[config.mk]
export PLATFORM = sky130hd
export DESIGN_NAME = rs_encode_stream
export DESIGN_NICKNAME = d
export VERILOG_FILES = /design/src/rtl/rs_encode_pkg.sv /design/src/rtl/rs_gf_cmul.sv /design/src/rtl/rs_encode_stream.sv
export SDC_FILE = /design/constraint.sdc
export NUM_CORES = 1
export LEC_CHECK = 0
export CORE_MARGIN = 2
export CORE_UTILIZATION = 59
export DETAILED_ROUTE_END_ITERATION = 8
export PLACE_DENSITY_LB_ADDON = 0.12
export SYNTH_ARGS = -nofsm -noshare
export SYNTH_HDL_FRONTEND = slang
export SYNTH_SLANG_ARGS = --single-unit
export TNS_END_PERCENT = 20
[constraint.sdc]
create_clock -name clk_i -period 2.8 [get_ports clk_i]
set_input_delay 0.84 -clock clk_i [delete_from_list [all_inputs] [get_ports clk_i]]
set_output_delay 0.84 -clock clk_i [all_outputs]
set_load 0.05 [all_outputs]
[src/rtl/rs_encode_pkg.sv]
// Shared types and GF(2^m) helpers for the streaming RS encoder.
// Generator taps are derived at elaboration time from the code parameters.
package rs_encode_pkg;

  typedef enum logic [1:0] {
    IDLE,
    MSG,
    PARITY
  } state_e;

  localparam int MAX_SYM_W = 12;
  localparam int MAX_NSYM  = 32;

  function automatic int unsigned gf_mul(
    input int unsigned a,
    input int unsigned b,
    input int          sym_w,
    input int unsigned prim_poly
  );
    int unsigned p;
    int unsigned x;
    p = 0;
    x = a;
    for (int i = 0; i < sym_w; i++) begin
      if (b[i]) p = p ^ x;
      x = x << 1;
      if (x[sym_w]) x = x ^ prim_poly;
    end
    return p;
  endfunction

  // Coefficient j of x^j, monic term dropped.
  function automatic logic [MAX_NSYM*MAX_SYM_W-1:0] gen_poly(
    input int          nsym,
    input int          sym_w,
    input int unsigned prim_poly,
    input int          fcr
  );
    int unsigned g [MAX_NSYM+1];
    int unsigned root;
    logic [MAX_NSYM*MAX_SYM_W-1:0] res;
    for (int k = 0; k <= MAX_NSYM; k++) g[k] = 0;
    g[0] = 1;
    root = 1;
    for (int i = 0; i < fcr; i++)
      root = gf_mul(root, 2, sym_w, prim_poly);
    for (int i = 0; i < nsym; i++) begin
      for (int j = nsym; j > 0; j--)
        g[j] = g[j-1] ^ gf_mul(g[j], root, sym_w, prim_poly);
      g[0] = gf_mul(g[0], root, sym_w, prim_poly);
      root = gf_mul(root, 2, sym_w, prim_poly);
    end
    res = '0;
    for (int j = 0; j < nsym; j++)
      res[j*MAX_SYM_W +: MAX_SYM_W] = MAX_SYM_W'(g[j]);
    return res;
  endfunction

endpackage

[src/rtl/rs_gf_cmul.sv]
// Constant GF(2^m) multiplier: y = COEF * a as a fixed XOR matrix.
// Column i holds COEF * x^i, selected by bit i of the operand.
module rs_gf_cmul
  import rs_encode_pkg::*;
#(
  parameter int               SYM_W     = 8,
  parameter int unsigned      PRIM_POLY = 'h11D,
  parameter logic [SYM_W-1:0] COEF      = '0
) (
  input  logic [SYM_W-1:0] a,
  output logic [SYM_W-1:0] y
);

  logic [SYM_W-1:0] col [SYM_W];

  for (genvar i = 0; i < SYM_W; i++) begin : g_col
    localparam logic [SYM_W-1:0] C =
      SYM_W'(gf_mul(32'(COEF), 32'(1) << i,
                    SYM_W, PRIM_POLY));
    assign col[i] = a[i] ? C : '0;
  end

  always_comb begin
    y = '0;
    for (int i = 0; i < SYM_W; i++)
      y = y ^ col[i];
  end

endmodule

[src/rtl/rs_encode_stream.sv]
// Streaming systematic Reed-Solomon encoder with valid/ready on both sides.
// Message symbols pass through; NSYM parity symbols follow each block.
module rs_encode_stream
  import rs_encode_pkg::*;
#(
  parameter int          SYM_W     = 8,
  parameter int          NSYM      = 4,
  parameter int          MAX_K     = 251,
  parameter int unsigned PRIM_POLY = 'h11D,
  parameter int          FCR       = 0
) (
  input  logic             clk_i,
  input  logic             rst_i,
  input  logic             clr_i,
  input  logic             s_valid_i,
  output logic             s_ready_o,
  input  logic [SYM_W-1:0] s_data_i,
  input  logic             s_last_i,
  output logic             m_valid_o,
  input  logic             m_ready_i,
  output logic [SYM_W-1:0] m_data_o,
  output logic             m_parity_o,
  output logic             m_last_o,
  output logic             err_overrun_o,
  output logic             busy_o
);

  localparam logic [MAX_NSYM*MAX_SYM_W-1:0] GP =
    gen_poly(NSYM, SYM_W, PRIM_POLY, FCR);
  localparam int CW = $clog2(MAX_K + 1);
  localparam int PW = $clog2(NSYM);

  state_e           state;
  state_e           state_d;
  logic [CW-1:0]    count;
  logic [CW-1:0]    count_next;
  logic [PW-1:0]    pidx;
  logic [SYM_W-1:0] r    [NSYM];
  logic [SYM_W-1:0] prod [NSYM];
  logic [SYM_W-1:0] fb;
  logic             load_en;
  logic             accept;
  logic             hit_max;
  logic             par_last;

  assign fb = s_data_i ^ r[NSYM-1];

  for (genvar j = 0; j < NSYM; j++) begin : g_tap
    rs_gf_cmul #(
      .SYM_W    (SYM_W),
      .PRIM_POLY(PRIM_POLY),
      .COEF     (GP[j*MAX_SYM_W +: SYM_W])
    ) u_cmul (
      .a(fb),
      .y(prod[j])
    );
  end

  assign load_en  = !m_valid_o || m_ready_i;
  assign s_ready_o = !rst_i && !clr_i &&
                     (state != PARITY) && load_en;
  assign accept   = s_valid_i && s_ready_o;
  assign count_next = (state == IDLE) ? CW'(1)
                                      : count + CW'(1);
  assign hit_max  = (count_next == CW'(MAX_K));
  assign par_last = (pidx == PW'(NSYM - 1));
  assign busy_o   = (state != IDLE) || m_valid_o;
  assign err_overrun_o = accept && !s_last_i && hit_max;

  always_comb begin
    state_d = state;
    unique case (state)
      IDLE, MSG: begin
        if (accept && (s_last_i || hit_max))
          state_d = PARITY;
        else if (accept)
          state_d = MSG;
      end
      PARITY: begin
        if (load_en && par_last) state_d = IDLE;
      end
      default: state_d = IDLE;
    endcase
    if (clr_i) state_d = IDLE;
  end

  always_ff @(posedge clk_i or posedge rst_i) begin
    if (rst_i) state <= IDLE;
    else       state <= state_d;
  end

  always_ff @(posedge clk_i or posedge rst_i) begin
    if (rst_i) begin
      count      <= '0;
      pidx       <= '0;
      m_valid_o  <= 1'b0;
      m_data_o   <= '0;
      m_parity_o <= 1'b0;
      m_last_o   <= 1'b0;
      for (int j = 0; j < NSYM; j++) r[j] <= '0;
    end else if (clr_i) begin
      count      <= '0;
      pidx       <= '0;
      m_valid_o  <= 1'b0;
      m_parity_o <= 1'b0;
      m_last_o   <= 1'b0;
      for (int j = 0; j < NSYM; j++) r[j] <= '0;
    end else if (accept) begin
      m_valid_o  <= 1'b1;
      m_data_o   <= s_data_i;
      m_parity_o <= 1'b0;
      m_last_o   <= 1'b0;
      r[0] <= prod[0];
      for (int j = 1; j < NSYM; j++)
        r[j] <= r[j-1] ^ prod[j];
      count <= (s_last_i || hit_max) ? '0 : count_next;
    end else if (state == PARITY && load_en) begin
      // Shifting zeros in leaves the LFSR cleared for the next block.
      m_valid_o  <= 1'b1;
      m_data_o   <= r[NSYM-1];
      m_parity_o <= 1'b1;
      m_last_o   <= par_last;
      r[0] <= '0;
      for (int j = 1; j < NSYM; j++)
        r[j] <= r[j-1];
      pidx <= par_last ? '0 : pidx + PW'(1);
    end else if (m_ready_i) begin
      m_valid_o  <= 1'b0;
      m_parity_o <= 1'b0;
      m_last_o   <= 1'b0;
    end
  end

endmodule

==> results of run 1 <==
state kept, by name (all words and copies together) (netlist names):
signal,count
pidx,2
m_last_o,1
r,32
count,8
m_data_o,8
m_parity_o,1
state,2
m_valid_o,1
cell type report:
| class | instances | area, um^2 |
|---|---|---|
| inverters | 10 | 41.3 |
| multi-input cells | 259 | 2070 |
| flip-flops and latches | 55 | 1380 |
| repair buffers | 61 | 594 |
| clock buffers | 6 | 82.6 |
| well taps | 72 | 90.1 |
| clock inverters | 1 | 5.00 |
| fillers | 404 | 1340 |
worst paths after layout:
path,slack (ns),startpoint,endpoint
setup / recovery,0.03,count[0]$_DFFE_PP0P_,err_overrun_o
max in group asynchronous,1.34,rst_i,count[2]$_DFFE_PP0P_
hold reg to reg,0.49,m_parity_o$_DFFE_PP0P_,m_parity_o$_DFFE_PP0P_
hold / removal,0.49,m_parity_o$_DFFE_PP0P_,m_parity_o$_DFFE_PP0P_
min in group asynchronous,0.95,rst_i,state[0]$_DFFE_PP0P_
setup reg to reg,0.58,state[0]$_DFFE_PP0P_,count[1]$_DFFE_PP0P_
worst register-to-register path: cells and delay by family (launching register included):
family	cells	cell delay, ns
DFF	1	0.48
AOI/OAI and AO/OA	2	0.35
and+or+nand+nor	3	0.81
buffers and inverters	2	0.50
cells in the mapped netlist, types with 4 or more instances:
master | n | area share, %
a21o_1 | 5 | 1.1
a21oi_1 | 13 | 1.9
a221o_1 | 4 | 1.2
a22o_1 | 4 | 1.0
a22oi_1 | 10 | 2.2
a32oi_1 | 5 | 1.3
buf_2 | 10 | 1.4
clkbuf_1 | 6 | 0.65
dfrtp_1 | 55 | 40
inv_1 | 10 | 1.1
nand2_1 | 46 | 5.0
nand3_1 | 11 | 1.6
nor2_1 | 13 | 1.4
nor3_1 | 6 | 0.86
o211a_1 | 11 | 3.2
o21ai_0 | 19 | 2.7
o21ai_1 | 13 | 1.9
xnor2_1 | 18 | 4.5
xnor2_4 | 6 | 4.8
xnor3_2 | 4 | 2.7
xor2_1 | 14 | 3.5
through the flow:
stage | instances | util, % | area, um^2
detailed placement | 454 | 73.1 | 4100
global route | 464 | 76.1 | 4270
CTS | 462 | 75.2 | 4220
floorplan | 342 | - | 3520
global placement | 454 | 73.1 | 4100
finish | 464 | 76.1 | 4270
power by group:
group | internal [uW] | switching, uW
sequential | 992 | 199
clock | 195 | 265
combinational | 1200 | 1270
total | 2390 | 1730
metal layers:
metal  vias to the layer above  routed length (um)  global-route usage, %
met5                         -                   0                      0
met4                         0                 214                   11.4
met3                        25                 357                   4.49
met2                        95                4110                   46.6
met1                      1406                3570                   34.9
li1                       1338                   -                      -
logic make-up (layout without fill, tap and decap cells):
family          count (synthesis)  count (layout)  share of synthesized area (%)
compound gates                106             106                           21.7
simple gates                   98              98                           13.2
flops                          55              55                           39.6
xor+xnor                       51              51                           20.7
buf+inv                        28              78                           3.39
fa+ha+maj                       2               2                          0.721
mux                             2               2                          0.613
timing repair:
item	4_1_cts	5_1_grt
gates resized for setup	12	9
pin swaps	7	5
gates cloned	0	0
endpoints found under the setup margin	1	2
buffers inserted	1	2
==> results.cfg, run 1 <==
[floorplan]
coreArea_um2 = 5610
die_area_um2 = 6510
fp.dieW_um = 80.7
rows = 27
io_pins = 28
start_util_pct = 61.9
die_h_um = 80.7

[critical_path]
cp_max_fo = 6
critPathSlowestCell = dfrtp_1
rr_worst_depth = 7
crit_type = reg -> out
timing.critical_path.buf_inv = 2
startpoint_type = flip-flop
critPathTopFamily = simple AND/OR/NAND/NOR gates
required_ns = 1.96
crit_chain = buf_4, and2_4, o31ai_4, a32oi_2, nor2_2, nor4b_4, buf_12
path_depth = 7
cp.arrival_ns = 1.93
end_kind = output pin
cp_slowest_stage_delay_ns = 0.42

[sta]
layout_setup_ws_ns = 0.0304
setup_viol = 0
slew_viol_final = 0
timing.final.crit_share_pct = 98.9
hold_slack_ns = 0.488
slew_headroom_pct = 52.1
period_needed_ns = 2.77
finalClockSkew_ns = 0.00737
rsz0062_at_grt = yes
hold_viol = 0
setup_tns_ns = 0
worst_pin_slew_ns = 0.719
clock.fmax_ghz = 0.361

[logic_synthesis]
synth_cells = 342
yosysUniqueCellTypes = 56
yosys_most_used_dff = dfrtp_1
avgSynthCellArea_um2 = 10.2
synth_seq_area_share_pct = 39.6
synth_warnings = 0
synth_edf_count = 0
ys_seq_elements = 55
async_flop_share_pct = 100
synth_area_um2 = 3470
syn_nets = 358

[drt]
route.vias.total = 2864
drt-total-wl_um = 8250
drt_iter0_drc = 238
wl_per_cell_um = 17.8
viasPerCell = 6.17
drcViolationCount = 0
drtAntennaViolNets = 0
dr.pass1.iters = 4

[clock_tree]
cts_tree = yes
worstSkewPairLatency_ns = 0.31
cts_buffers = 5
cts.clk_slew.worst_paths_ns = 0.10
cts.hold.buffers_added = 0
cts_root_buffer = clkbuf_8
cts_max_level = 2
cts_buffer_depth = 2
numClockSinks = 55

[global_routing]
grt_pass1_vias = 2825
grt_start_max_net_pins = 56
grt_usage_pct = 27.4
grt_pass1_wl_um = 13600
antenna_found_initial = 0
grt-ovfl-total = 0

[run]
maxCapViolCount = 0

[placement]
io_buffer_count = 27
pre_cts_slack_ns = -0.213
dp.final_hpwl_um = 5680
gp_congestion = 0.790

[layout]
nNetsFinal = 408
layout_common_cells = dfrtp_1, nand2_1, buf_4, clkdlybuf4s50_1
area_delta_synth_final_pct = 22.8
diodes = 0
drive_gt1_share_pct = 20.2
final_common_cell = dfrtp_1

[power]
p_total_uw = 4120
p_leak_uw = 0.00196
p_per_area_nw_per_um2 = 966
peakVddDrop_mv = 0.780

[worst_hold_path]
hp-class = reg -> reg
hold_path_depth = 2

[outcome]
outcome = complete, no violations
No activity file was read; power rests on OpenSTA's default activity.
==> run 2: changes to the inputs <==
- CORE_UTILIZATION: 59 -> 53
- clock period: 2.8 -> 2.2 ns (I/O delays scaled with it)
==> results.cfg, run 2 (synthesized netlist as in run 1, its figures left out) <==
[global_routing]
grt-ovfl-total = 0
grt_pass1_wl_um = 14100
antenna_found_initial = 0
grt_pass1_vias = 2880
grt_usage_pct = 24.7
grt_start_max_net_pins = 56

[floorplan]
rows = 29
fp.dieW_um = 84.9
start_util_pct = 54.7
die_h_um = 84.9
die_area_um2 = 7210
io_pins = 28
coreArea_um2 = 6350

[outcome]
outcome = finished, violations left
violations = setup timing

[critical_path]
cp.arrival_ns = 1.97
r2r-start = count[0]$_DFFE_PP0P_
r2r-end = count[3]$_DFFE_PP0P_
required_ns = 1.54
cp_max_fo = 3
crit_type = reg -> out
startpoint_type = flip-flop
rr_worst_depth = 8
r2r_slack_ns = 0.10
end_kind = output pin

[drt]
drt-total-wl_um = 8660
dr.pass1.iters = 4
route.vias.total = 3013
drtAntennaViolNets = 0
drt_iter0_drc = 159
drcViolationCount = 0
wl_per_cell_um = 16.8
viasPerCell = 5.85

[clock_tree]
cts_tree = yes
worstSkewPairLatency_ns = 0.32
numClockSinks = 55
cts_root_buffer = clkbuf_8
cts_max_level = 2
cts_buffer_depth = 2
cts.hold.buffers_added = 0
cts.clk_slew.worst_paths_ns = 0.10
cts_buffers = 5

[sta]
slew_viol_final = 0
setup_viol = 1
rsz0062_at_grt = yes
period_needed_ns = 2.63
slew_headroom_pct = 51.3
timing.final.crit_share_pct = 120
hold_viol = 0
clock.fmax_ghz = 0.380
setup_tns_ns = -0.431
worst_pin_slew_ns = 0.730
finalClockSkew_ns = 0.0130
layout_setup_ws_ns = -0.431

[placement]
gp_congestion = 0.880
pre_cts_slack_ns = -0.495
dpl.cell_count = 499
io_buffer_count = 27
dp.final_hpwl_um = 6030

[run]
maxCapViolCount = 0

[layout]
top_register = r
largest_reg_flops = 32
final_common_cell = buf_4
final_core_util_pct = 73.7
area_delta_synth_final_pct = 34.8
drive_gt1_share_pct = 29.9
layout_common_cells = buf_4, dfrtp_1, nand2_1, xnor2_1, o21ai_1
fin_cells = 515
filler_cell_count = 457
seq_area_um2 = 1380
diodes = 0
multi_input_area_um2 = 2120
nNetsFinal = 454
largestRegisters = r x32, count x8, m_data_o x8

[power]
p_leak_uw = 0.00220
p_per_area_nw_per_um2 = 1220
p_total_uw = 5710
peakVddDrop_mv = 0.774

[worst_hold_path]
hold_start = m_parity_o$_DFFE_PP0P_
min_to = m_parity_o$_DFFE_PP0P_
hp-class = reg -> reg
hold_path_depth = 2
==> run 2: worst max-delay path by stage <==
stage / from / to / slack [ns]
after floorplan: m_ready_i / err_overrun_o / -0.35
after global placement: s_data_i[2] / r[3]$_DFFE_PP0P_ / -0.47
after detailed placement: rst_i / count[2]$_DFFE_PP0P_ / -0.49
after CTS: count[1]$_DFFE_PP0P_ / err_overrun_o / -0.42
after global routing: count[0]$_DFFE_PP0P_ / err_overrun_o / -0.51
final: count[1]$_DFFE_PP0P_ / err_overrun_o / -0.43
==> run 2: cell type report <==
type / count / area share [%]
multi-input cells: 259 / 45.2
flip-flops and latches: 55 / 29.4
repair buffers: 107 / 20.6
well taps: 77 / 2.06
inverters: 10 / 0.882
clock inverters: 1 / 0.107
clock buffers: 6 / 1.76
==> run 2: per-layer routing <==
metal	global-route usage (%)	wire length, um	up-vias
li1	-	-	1430
met1	34.3	4010	1518
met2	40.5	4300	57
met3	3.50	240	8
met4	7.07	104	0
met5	0	0	-
==> run 2: timing repair <==
action	in CTS	in global routing
setup buffers	5	4
endpoints found under the setup margin	30	17
pin swaps	17	9
gates resized for setup	21	12
==> run 2: stage by stage <==
stage	hold WS, ns	instance area [um^2]
after floorplan	0.450	3540
after global placement	0.462	4410
after detailed placement	0.471	4410
after CTS	0.495	4580
after global routing	0.528	4680
final	0.489	4680
==> run 2: critical path, cell delays in order (launching register included) <==
cell,delay (ns)
dfrtp_1,0.44
buf_6,0.14
and2_4,0.16
o31ai_4,0.22
a32oi_2,0.11
nor2_4,0.15
nor4b_4,0.26
buf_12,0.18
==> run 2: power by group <==
| group | switching, uW | total, uW | internal (uW) | leakage (uW) |
|---|---|---|---|---|
| Sequential | 249 | 1510 | 1260 | 0.000735 |
| Combinational | 1730 | 3620 | 1890 | 0.00142 |
| Clock | 326 | 574 | 248 | 0.0000470 |
